File: src/rtl/uart_pkg.sv
// Shared UART register map, status bit positions and scheduler state encoding.
package uart_pkg;

  localparam logic [31:0] UART_REG_CLK_DIV = 32'h0000_0000;
  localparam logic [31:0] UART_REG_STATUS  = 32'h0000_0004;
  localparam logic [31:0] UART_REG_DATA    = 32'h0000_0008;

  localparam int UART_STATUS_TX_IDLE = 0;
  localparam int UART_STATUS_RX_PEND = 1;
  localparam int UART_DATA_EMPTY     = 31;

  typedef enum logic [2:0] {
    ST_INIT,
    ST_POLL,
    ST_TX_WRITE,
    ST_RX_READ,
    ST_RX_HOLD
  } uart_sched_state_t;

  // Index width that stays at least one bit wide for a single requester.
  function automatic int idx_width(input int n);
    return (n > 1) ? $clog2(n) : 1;
  endfunction

endpackage

File: src/rtl/uart_scheduler_rr_arbiter.sv
// rr_arbiter: combinational round-robin pick of the first request at or above ptr_in, wrapping.
module rr_arbiter
  import uart_pkg::*;
#(
  parameter int N    = 2,
  parameter int IDXW = idx_width(N)
) (
  input  logic [N-1:0]    req_in,
  input  logic [IDXW-1:0] ptr_in,
  output logic [N-1:0]    grant_onehot_out,
  output logic [IDXW-1:0] grant_idx_out
);

  logic [N-1:0] upper_req;

  // Lowest request overall is the wrap-around fallback; lowest at/above the pointer wins if present.
  always_comb begin
    upper_req        = '0;
    grant_idx_out    = '0;
    grant_onehot_out = '0;
    for (int i = 0; i < N; i++) begin
      upper_req[i] = req_in[i] && (IDXW'(i) >= ptr_in);
    end
    for (int i = N - 1; i >= 0; i--) begin
      if (req_in[i]) grant_idx_out = IDXW'(i);
    end
    if (|upper_req) begin
      for (int i = N - 1; i >= 0; i--) begin
        if (upper_req[i]) grant_idx_out = IDXW'(i);
      end
    end
    for (int i = 0; i < N; i++) begin
      grant_onehot_out[i] = (|req_in) && (grant_idx_out == IDXW'(i));
    end
  end

endmodule

File: src/rtl/uart_scheduler.sv
// UART bus master: programs the divider, polls status, round-robins TX requesters, drains RX.
// Define UART_SCHED_RX_EN to build the receive path; otherwise RX outputs are tied to zero.
module uart_scheduler
  import uart_pkg::*;
#(
  parameter int          N         = 2,
  parameter logic [31:0] BASE_ADDR = 32'h0000_0000,
  parameter logic [15:0] CLK_DIV   = 16'd103
) (
  input  logic           clk,
  input  logic           reset,
  input  logic [N-1:0]   tx_valid_in,
  input  logic [8*N-1:0] tx_data_in,
  output logic [N-1:0]   tx_ready_out,
  output logic           rx_valid_out,
  output logic [7:0]     rx_data_out,
  input  logic           rx_ready_in,
  output logic [31:0]    address_out,
  output logic           sel_out,
  output logic           read_out,
  output logic [3:0]     write_mask_out,
  output logic [31:0]    write_value_out,
  input  logic [31:0]    read_value_in,
  input  logic           ready_in
);

  localparam int IDXW = idx_width(N);

  uart_sched_state_t state_q, state_d;
  logic [IDXW-1:0]   rr_ptr_q, rr_ptr_d;
  logic [IDXW-1:0]   grant_q, grant_d;
  logic              rx_valid_q, rx_valid_d;
  logic [7:0]        rx_data_q, rx_data_d;

  logic [N-1:0]      arb_onehot;
  logic [IDXW-1:0]   arb_idx;
  logic [7:0]        tx_byte;
  logic              bus_done;
  logic              rx_pending;
  logic              unused_bits;

  rr_arbiter #(.N(N), .IDXW(IDXW)) u_arbiter (
    .req_in           (tx_valid_in),
    .ptr_in           (rr_ptr_q),
    .grant_onehot_out (arb_onehot),
    .grant_idx_out    (arb_idx)
  );

`ifdef UART_SCHED_RX_EN
  assign rx_pending  = read_value_in[UART_STATUS_RX_PEND];
  assign unused_bits = ^{read_value_in[30:8], arb_onehot};
`else
  assign rx_pending  = 1'b0;
  assign unused_bits = ^{read_value_in[31:1], rx_ready_in, arb_onehot};
`endif

  assign bus_done     = sel_out && ready_in;
  assign rx_valid_out = rx_valid_q;
  assign rx_data_out  = rx_data_q;

  always_comb begin
    tx_byte = '0;
    for (int i = 0; i < N; i++) begin
      if (grant_q == IDXW'(i)) tx_byte = tx_data_in[8*i +: 8];
    end
  end

  always_comb begin
    state_d    = state_q;
    rr_ptr_d   = rr_ptr_q;
    grant_d    = grant_q;
    rx_valid_d = rx_valid_q;
    rx_data_d  = rx_data_q;
    case (state_q)
      ST_INIT: begin
        if (bus_done) state_d = ST_POLL;
      end
      ST_POLL: begin
        if (bus_done) begin
          if (rx_pending) begin
            state_d = ST_RX_READ;
          end else if (read_value_in[UART_STATUS_TX_IDLE] && (|tx_valid_in)) begin
            grant_d = arb_idx;
            state_d = ST_TX_WRITE;
          end
        end
      end
      ST_TX_WRITE: begin
        if (bus_done) begin
          rr_ptr_d = (grant_q == IDXW'(N - 1)) ? '0 : grant_q + 1'b1;
          state_d  = ST_POLL;
        end
      end
`ifdef UART_SCHED_RX_EN
      ST_RX_READ: begin
        if (bus_done) begin
          if (!read_value_in[UART_DATA_EMPTY]) begin
            rx_data_d  = read_value_in[7:0];
            rx_valid_d = 1'b1;
            state_d    = ST_RX_HOLD;
          end else begin
            state_d = ST_POLL;
          end
        end
      end
      ST_RX_HOLD: begin
        if (rx_valid_q && rx_ready_in) begin
          rx_valid_d = 1'b0;
          state_d    = ST_POLL;
        end
      end
`endif
      default: state_d = ST_INIT;
    endcase
  end

  // Bus outputs follow the state register; reset forces them idle so an in-flight access aborts at once.
  always_comb begin
    sel_out         = 1'b0;
    read_out        = 1'b0;
    write_mask_out  = 4'b0000;
    write_value_out = 32'h0;
    address_out     = BASE_ADDR;
    if (!reset) begin
      case (state_q)
        ST_INIT: begin
          sel_out         = 1'b1;
          address_out     = BASE_ADDR + UART_REG_CLK_DIV;
          write_mask_out  = 4'b0011;
          write_value_out = {16'b0, CLK_DIV};
        end
        ST_POLL: begin
          sel_out     = 1'b1;
          read_out    = 1'b1;
          address_out = BASE_ADDR + UART_REG_STATUS;
        end
        ST_TX_WRITE: begin
          sel_out         = 1'b1;
          address_out     = BASE_ADDR + UART_REG_DATA;
          write_mask_out  = 4'b0001;
          write_value_out = {24'b0, tx_byte};
        end
        ST_RX_READ: begin
          sel_out     = 1'b1;
          read_out    = 1'b1;
          address_out = BASE_ADDR + UART_REG_DATA;
        end
        default: ;
      endcase
    end
  end

  always_comb begin
    tx_ready_out = '0;
    if (!reset && (state_q == ST_TX_WRITE) && ready_in) begin
      for (int i = 0; i < N; i++) begin
        tx_ready_out[i] = (grant_q == IDXW'(i));
      end
    end
  end

  always_ff @(posedge clk) begin
    if (reset) begin
      state_q    <= ST_INIT;
      rr_ptr_q   <= '0;
      grant_q    <= '0;
      rx_valid_q <= 1'b0;
      rx_data_q  <= '0;
    end else begin
      state_q    <= state_d;
      rr_ptr_q   <= rr_ptr_d;
      grant_q    <= grant_d;
      rx_valid_q <= rx_valid_d;
      rx_data_q  <= rx_data_d;
    end
  end

endmodule

File: config.mk
export PLATFORM = sky130hd
export DESIGN_NAME = uart_scheduler
export DESIGN_NICKNAME = d
export VERILOG_FILES = /design/src/rtl/uart_pkg.sv /design/src/rtl/uart_scheduler_rr_arbiter.sv /design/src/rtl/uart_scheduler.sv
export SDC_FILE = /design/constraint.sdc
export NUM_CORES = 1
export LEC_CHECK = 0
export ABC_AREA = 1
export BUFFER_PORTS_ARGS = -buffer_cell sky130_fd_sc_hd__buf_2
export CAP_MARGIN = 25
export CORE_ASPECT_RATIO = 0.6
export CORE_MARGIN = 5
export CORE_UTILIZATION = 29
export DETAILED_ROUTE_END_ITERATION = 7
export GPL_ROUTABILITY_DRIVEN = 0
export PLACE_DENSITY = 0.84
export SYNTH_ARGS = -nofsm -noshare
export SYNTH_HDL_FRONTEND = slang
export SYNTH_SLANG_ARGS = --single-unit
File: constraint.sdc
create_clock -name clk -period 1.1 [get_ports clk]
set_clock_uncertainty 0.15 [all_clocks]
set_input_delay 0.055 -clock clk [delete_from_list [all_inputs] [get_ports clk]]
set_output_delay 0.055 -clock clk [all_outputs]
set_load 0.01 [all_outputs]
==> run summary, run 1 <==
The commonest cells after synthesis are buf_4 (65), nand2_1 (21), a21oi_1 (14), nor2_1 (5). Counting the fill cells in the layout gives 301. The core box area came out at 2872 um^2. The logs give 133 for the count of mapped cells out of synthesis and 16 for the final setup violation count. Wires add up to 2295 um.

The TritonCTS sink count is 4, and the clock power share is 37.1%. The tools report the post-place setup slack as -0.04017 ns. The run gives 319.2 uW as the net switching power. The tools report the startpoint kind of the worst setup timing path as a flop. For the count of final max-slew check failures, the log shows 0.

The most frequently used cell type in the post-synthesis netlist was buf_4. The run gives 3270 um as the first-pass GRT wire length. Dividing the synthesized area by the synthesized cell count gives 6.529 um^2. The logs give -0.1885 ns for the smallest setup slack after layout and 9 for the maximum number of pins on one net before global-route repair. The combinational share of power is 43.6%. Data arrives at the worst endpoint at 1.08 ns.

The critical path in this run is classified as flop to output port. Of the total synthesized cell area, the portion taken by XOR and XNOR cells is 0%. Share of total power in sequential cells: 19.3%. The power per cell area came out at 700.5 nW/um^2.

Compared with the post-synthesis result, the final layout area differs by 35.30%. Internal power comes to 503.8 uW. For the worst-skew pair, the clock arrives at the later sink with an insertion delay of 0.21 ns. Summing the areas of all compound-gate instances in the mapped netlist gives 9.798% of the synthesized area. The cell chosen for the clock root is clkbuf_8.

The synthesized flop and latch total is 4, and the number of buffers added by the clock tree synthesis step is 3. The row count came out at 15. The vertical die dimension works out to 52.39 um. IR analysis of the VDD net gives a maximum drop of 0.3491 mV. The cell count after placement was 213.

The logs give 0 for the initial antenna violation count and 135 for the boundary pin count. Once layout is complete, the cells apart from fillers number 225. Of the post-synthesis cell area, the dominant cell type holds 56.20%. STA classifies the critical path endpoint as an output port. The fraction of registers with async set or reset after synthesis came out at 0%. For this run, the share of the core covered by cells in the final layout is 40.92%.

The number of flops mapped to enable cells by yosys is 0, and the maximum clock rate is 0.7761 GHz. Combinational family with the most area after synthesis: buffers and inverters. The largest buffer count on any clock path is 2. In the routed design, unresolved DRC markers number 0. Summing the areas of all and, or, nand and nor instances in the mapped netlist gives 20.03% of the synthesized area. In this run the worst path has a maximum fanout of 4.

The logs give 91.34 um^2 for the footprint of the flip-flops and latches and 0.0006667 uW for the leakage component of the power. Measured along the x axis, the die boundary spans 80.64 um. The leftover overflow at the end of global routing was 0; the minimum clock period was 1.288 ns. The initial utilization of the core area, before any placement, comes to 30.24%. The mean routed wirelength per cell was 10.20 um; the total iterations of the first detailed-routing run was 2. Number of global-route vias before repair: 716. The cell taking the most area after synthesis was buf_4. The clock-pin slew reported for the worst setup and hold paths after clock tree synthesis came out at 0.03 ns. The run gives 1 as the H-tree depth. The mux cell area share after synthesis works out to 0%.

The net switching fraction of the power came out at 38.79%. The number of different library cells used by synthesis comes to 18. The number of vias after detailed routing came out at 769.

The run gives 868.3 um^2 as the synthesized cell area. The logs give 0 for the number of hold violations in the final report and 9.222% for the portion of the post-synthesis area used by sequential elements. After detailed routing, the number of vias per cell comes to 3.418. TritonCTS built the clock tree. The worst hold path belongs to the class input pin to flop. The synthesized netlist devotes 0% of its cell area to adder and majority cells. The tools report the number of max-capacitance violations reported as 0.

The checks that failed: negative setup slack. STA puts the critical path data required time at 0.89 ns. By area the synthesized netlist is led by buf_4 (56%), dfxtp_1 (9.2%), nand2_1 (9.1%), a21oi_1 (8.1%), nor2_2 (2.9%). The aggregate global-route resource usage was 10.37%. The tools report the antenna violation net count after detailed routing as 0. Once detailed placement completed, the half-perimeter wirelength came to 1788 um.

Of the cells placed in the final design, the portion with a size suffix greater than 1 is 44.81%. The final layout contains 239 nets. Port buffering added 37 buffers.

Setup repair after global routing could not meet its margin everywhere. The area of the die came out at 4224 um^2. The tools report the number of violations reported at the end of detailed-routing iteration 0 as 7. The sum of internal, switching and leakage power came out at 823.0 uW.

Dividing the final minimum period by the clock period gives 117.1%. The run finished, with violations left. Yosys warning count: 0.

For the total area of multi-input combinational cells, the log shows 599.3 um^2. The run gives 0 as the total inserted antenna cells. The most frequently used flop master after synthesis is dfxtp_1.
[routing by layer]
| metal | routed length (um) | vias to the layer above | global-route usage, % |
|---|---|---|---|
| met2 | 1236 | 37 | 17.45 |
| met5 | 0 | - | 0 |
| li1 | - | 382 | - |
| met3 | 204 | 2 | 2.749 |
| met4 | 25 | 0 | 5.056 |
| met1 | 829 | 348 | 12.30 |
[layout make-up]
class | count | share of cell area [%]
timing repair buffer | 49 | 28.97
clock buffer | 3 | 3.514
inverter | 8 | 4.260
sequential | 4 | 7.774
tap | 42 | 4.473
multi-input combinational | 119 | 51.01
[kinds of logic after synthesis]
family,count (synthesis)
and+or+nand+nor,37
DFF,4
buffers and inverters,74
other,1
AOI/OAI and AO/OA,17
[critical path: stages, from the launching register on]
cell,delay [ns]
dfxtp_4,0.36
inv_6,0.05
nor2_4,0.12
nand2_4,0.08
a21oi_1,0.11
buf_2,0.15
[flip-flops by register name, indices dropped and copies added, names as in the netlist]
register / flops
grant_q: 1
rr_ptr_q: 1
state_q: 2
[through the flow]
step	TNS, ns	instance area, um^2	hold WS [ns]
after floorplan	0	1109	-0.008141
after global routing	-2.948	1175	0.05669
after detailed placement	-0.1074	888.4	0.1880
final	-2.116	1175	0.01186
after global placement	-0.03575	888.4	0.1796
after CTS	-1.944	1125	0.01027
[layout by cell type, fill, tap and decap left out]
cell type,instances
nor2_1,3
inv_8,1
inv_2,1
buf_12,1
nor3_2,1
dfxtp_4,3
buf_6,10
dlygate4sd3_1,1
inv_6,1
nand2_1,19
nor2_2,2
o21ai_0,1
o21ai_1,2
nand2_4,3
nand2_8,1
nor2_4,5
nand3_1,1
dfxtp_1,1
a21oi_1,6
clkbuf_8,3
inv_1,2
a21oi_2,7
nand2_2,2
buf_2,32
a21oi_4,1
inv_4,3
buf_4,5
conb_1,65
[repair_timing]
action	4_1_cts	5_1_grt
hold endpoints to repair	2	0
cloned	1	0
pin swaps	4	3
buffers inserted	7	2
resized for setup	36	12
hold buffers	1	0
setup endpoints to repair	15	18
[path summary, 6_finish.rpt]
kind / from / endpoint / slack (ns) / cells past startpoint
max: state_q[1]$_SDFFE_PP0P_ / write_value_out[7] / -0.19 / 5
min: ready_in / state_q[0]$_SDFFE_PP0P_ / 0.01 / 4
max reg2reg: state_q[0]$_SDFFE_PP0P_ / rr_ptr_q$_SDFFE_PP0P_ / -0.04 / 7
min reg2reg: rr_ptr_q$_SDFFE_PP0P_ / rr_ptr_q$_SDFFE_PP0P_ / 0.35 / 2
[power by group through the flow]
stage | Clock (uW) | Sequential, uW | Combinational [uW]
2_1_floorplan | 0 | 158 | 353
3_3_place_gp | 0 | 158 | 270
3_5_place_dp | 0 | 159 | 273
4_1_cts | 311 | 159 | 336
5_1_grt | 320 | 159 | 398
6_report | 306 | 158 | 359
Note: power is estimated with default switching activity, not from simulation.
==> inputs of run 2 (changes only) <==
- CELL_PAD_IN_SITES_DETAIL_PLACEMENT: not set -> 2
- CELL_PAD_IN_SITES_GLOBAL_PLACEMENT: not set -> 2
- CORE_UTILIZATION: 29 -> 11
- PLACE_DENSITY: 0.84 -> 0.82
- REMOVE_ABC_BUFFERS: not set -> 1
==> run summary, run 2 (synthesis gave the netlist of run 1 again) <==
The run finished, with violations left. The final reports fail on negative setup slack. The number of buffers added by the clock tree synthesis step was 3 (unchanged); the number of violations reported at the end of detailed-routing iteration 0 was 5 (-2). The number of vias after detailed routing is 805 (+4.7%), and the net switching power is 366.6 uW (+15%). The delay of the slowest critical-path stage was 0.35 ns (about the same); the final setup violation count was 17 (+1). The minimum clock period was 1.289 ns (+0.0004580 ns); the initial cell density of the core was 11.15% (-19 points).

Smallest setup slack after layout: -0.1890 ns (-0.0004580 ns). For the combinational share of power, the log shows 33.3% (-10 points). The worst setup path is of the flop to output port kind.

The tools report the clock latency of the later-clocked register in the worst-skew pair as 0.22 ns (about the same). For the post-detailed-routing wire length, the log shows 3149 um (+37%). The run gives 0.7758 GHz (about the same) as the maximum clock rate.

The number of flip-flops in the largest register came out at 2 (unchanged). The logs give 4540 um (+39%) for the first-pass GRT wire length and 52.3% (+15 points) for the clock power share. The critical path required time came out at 0.89 ns (about the same). The leakage component of the power is 0.0006918 uW (+3.8%), and the total inserted antenna cells is 0 (unchanged). The internal power is 728.1 uW (+45%), and the signal arrival time at the worst endpoint is 1.08 ns (about the same). The cell sitting at the root of the clock tree is a clkbuf_16.

The share of total power in sequential cells was 14.5% (-4.8 points). The clock-pin slew reported for the worst setup and hold paths after clock tree synthesis was 0.03 ns (about the same). The run gives 1 (unchanged) as the H-tree depth. The tools report the largest buffer count on any clock path as 2 (unchanged). The tools report the TritonCTS sink count as 4 (unchanged). The sort of element at the end of the critical path is an output port. Startpoint kind of the worst setup timing path: a flop. The aggregate global-route resource usage is 5.735% (-4.6 points). The antenna violation net count after detailed routing is 0 (unchanged). The dominant delay contributor by cell family on the critical path was flip-flops.

The fraction of final layout cells with drive strength greater than 1 works out to 46.49% (+1.7 points). The most frequent standard cell in the layout excluding fill and tap cells was conb_1. The power per cell area came out at 846.2 nW/um^2 (+21%). For the post-detailed-placement cell area, the log shows 980.9 um^2 (+10%).

Walking the worst path, the cells encountered are inv_6, buf_6, a21oi_2, a21oi_1, buf_2. The number of hold violations in the final report was 0 (unchanged). In the final layout, the registers with the most flip-flops are state_q: 2 flops, grant_q: 1 flops, rr_ptr_q: 1 flops. The horizontal extent of the die came out at 124.7 um (+55%). The run gives -0.05834 ns (-0.01817 ns) as the post-place setup slack. The area of the die is 9829 um^2 (+130%). Maximum number of pins on one net before global-route repair: 9 (unchanged). The part of the cycle the worst path needs was 117.2% (about the same).

The tools report the leftover overflow at the end of global routing as 0 (unchanged). Setup repair after global routing could not meet its margin everywhere. The total iterations of the first detailed-routing run came out at 3 (+1).

The number of max-capacitance violations reported is 0 (unchanged). The count of nets after finishing was 241 (+0.84%). TritonCTS built the clock tree. Mean routed wirelength per cell: 10.75 um (+5.4%). The number of vias per cell is 2.747 (-20%), and the core box area is 7789 um^2 (+170%). From synthesis to final layout, the design area changed by 48.99%. The number of global-route vias before repair was 861 (+20%); the final hold slack was 0.006601 ns (-0.005258 ns). The row count is 25 (+10), and the detailed placer's ending HPWL is 2540 um (+42%). The count of final max-slew check failures was 0 (unchanged); the slack of the worst reg-to-reg path was -0.06 ns (-0.02 ns). The top cell types in the final layout, fill and taps aside, are conb_1 (65), buf_2 (32), nand2_1 (19). The vertical die dimension is 78.82 um (+50%). The slowest stage of the critical path is the dfxtp_4 cell. The tools report the worst-case vdd ir drop as 0.3047 mV (-13%).

The register bank with the most flops is state_q. The net switching fraction of the power came out at 33.48% (-5.3 points). In this run the worst hold path is classified as input pin to flop. The tools report the post-route standard cell area excluding fillers as 1294 um^2 (+10%). The boundary pin count came out at 135 (unchanged). The core utilization of the finished layout is 16.61% (-24 points), and the worst-path maximum fanout is 5 (+1). The count of buffer and inverter cells on the critical path was 3 (+1). The number of I/O port buffers was 37 (unchanged).

The initial antenna violation count is 0 (unchanged), and the count of unresolved DRC violations after routing is 0 (unchanged).
[run 2: cell types whose count changed in the layout (fill, tap and decap cells not counted), sizes merged]
cell  change
buf       +2
[run 2: per-layer routing]
metal / vias to the layer above / share of wire (%) / GRT usage [%]
li1: 390 / - / -
met1: 393 / 26 / 4.329
met2: 20 / 67 / 13.20
met3: 2 / 5.6 / 1.613
met4: 0 / 0.86 / 2.298
met5: - / 0 / 0
[run 2: worst paths after layout]
path	startpoint	end	cells past startpoint
max	state_q[1]$_SDFFE_PP0P_	write_value_out[1]	5
min	ready_in	state_q[0]$_SDFFE_PP0P_	4
max reg2reg	state_q[1]$_SDFFE_PP0P_	rr_ptr_q$_SDFFE_PP0P_	6
min reg2reg	rr_ptr_q$_SDFFE_PP0P_	rr_ptr_q$_SDFFE_PP0P_	2
[run 2: final cells by class]
type	count	area (um^2)
Multi-Input combinational cell	119	603.1
Fill cell	938	6495
Clock buffer	3	75.07
Tap cell	108	135.1
Timing Repair Buffer	51	339.1
Inverter	8	50.05
Sequential cell	4	91.34
[run 2: worst min-delay path, cell delays in order]
cell	delay (ns)
buf_2	0.13
nand2_1	0.07
nand2_1	0.04
nand2_1	0.04
[run 2: power by group through the flow]
| stage | Combinational, uW | Sequential [uW] | Clock, uW |
|---|---|---|---|
| 2_1_floorplan | 180 | 159 | 0 |
| 3_3_place_gp | 274 | 159 | 0 |
| 3_5_place_dp | 280 | 159 | 0 |
| 4_1_cts | 344 | 160 | 579 |
| 5_1_grt | 398 | 159 | 597 |
| 6_report | 364 | 158 | 572 |
[run 2: per-stage QoR]
step | total power (uW) | TNS [ns] | cells
after global placement | 433.3 | -0.07010 | 282
after CTS | 1082 | -2.350 | 293
after detailed placement | 439.0 | -0.3292 | 282
after floorplan | 338.9 | 0 | 131
after global routing | 1154 | -2.931 | 293
final | 1095 | -2.079 | 293
[run 2: timing repair]
item                                   in CTS  in global routing
gates resized for setup                    41                  8
setup endpoints to repair                  17                 19
buffers inserted                            7                  0
hold buffers                                1                  0
pin swaps                                   7                  6
gates cloned                                0                  0
endpoints found under the hold margin       2                  0
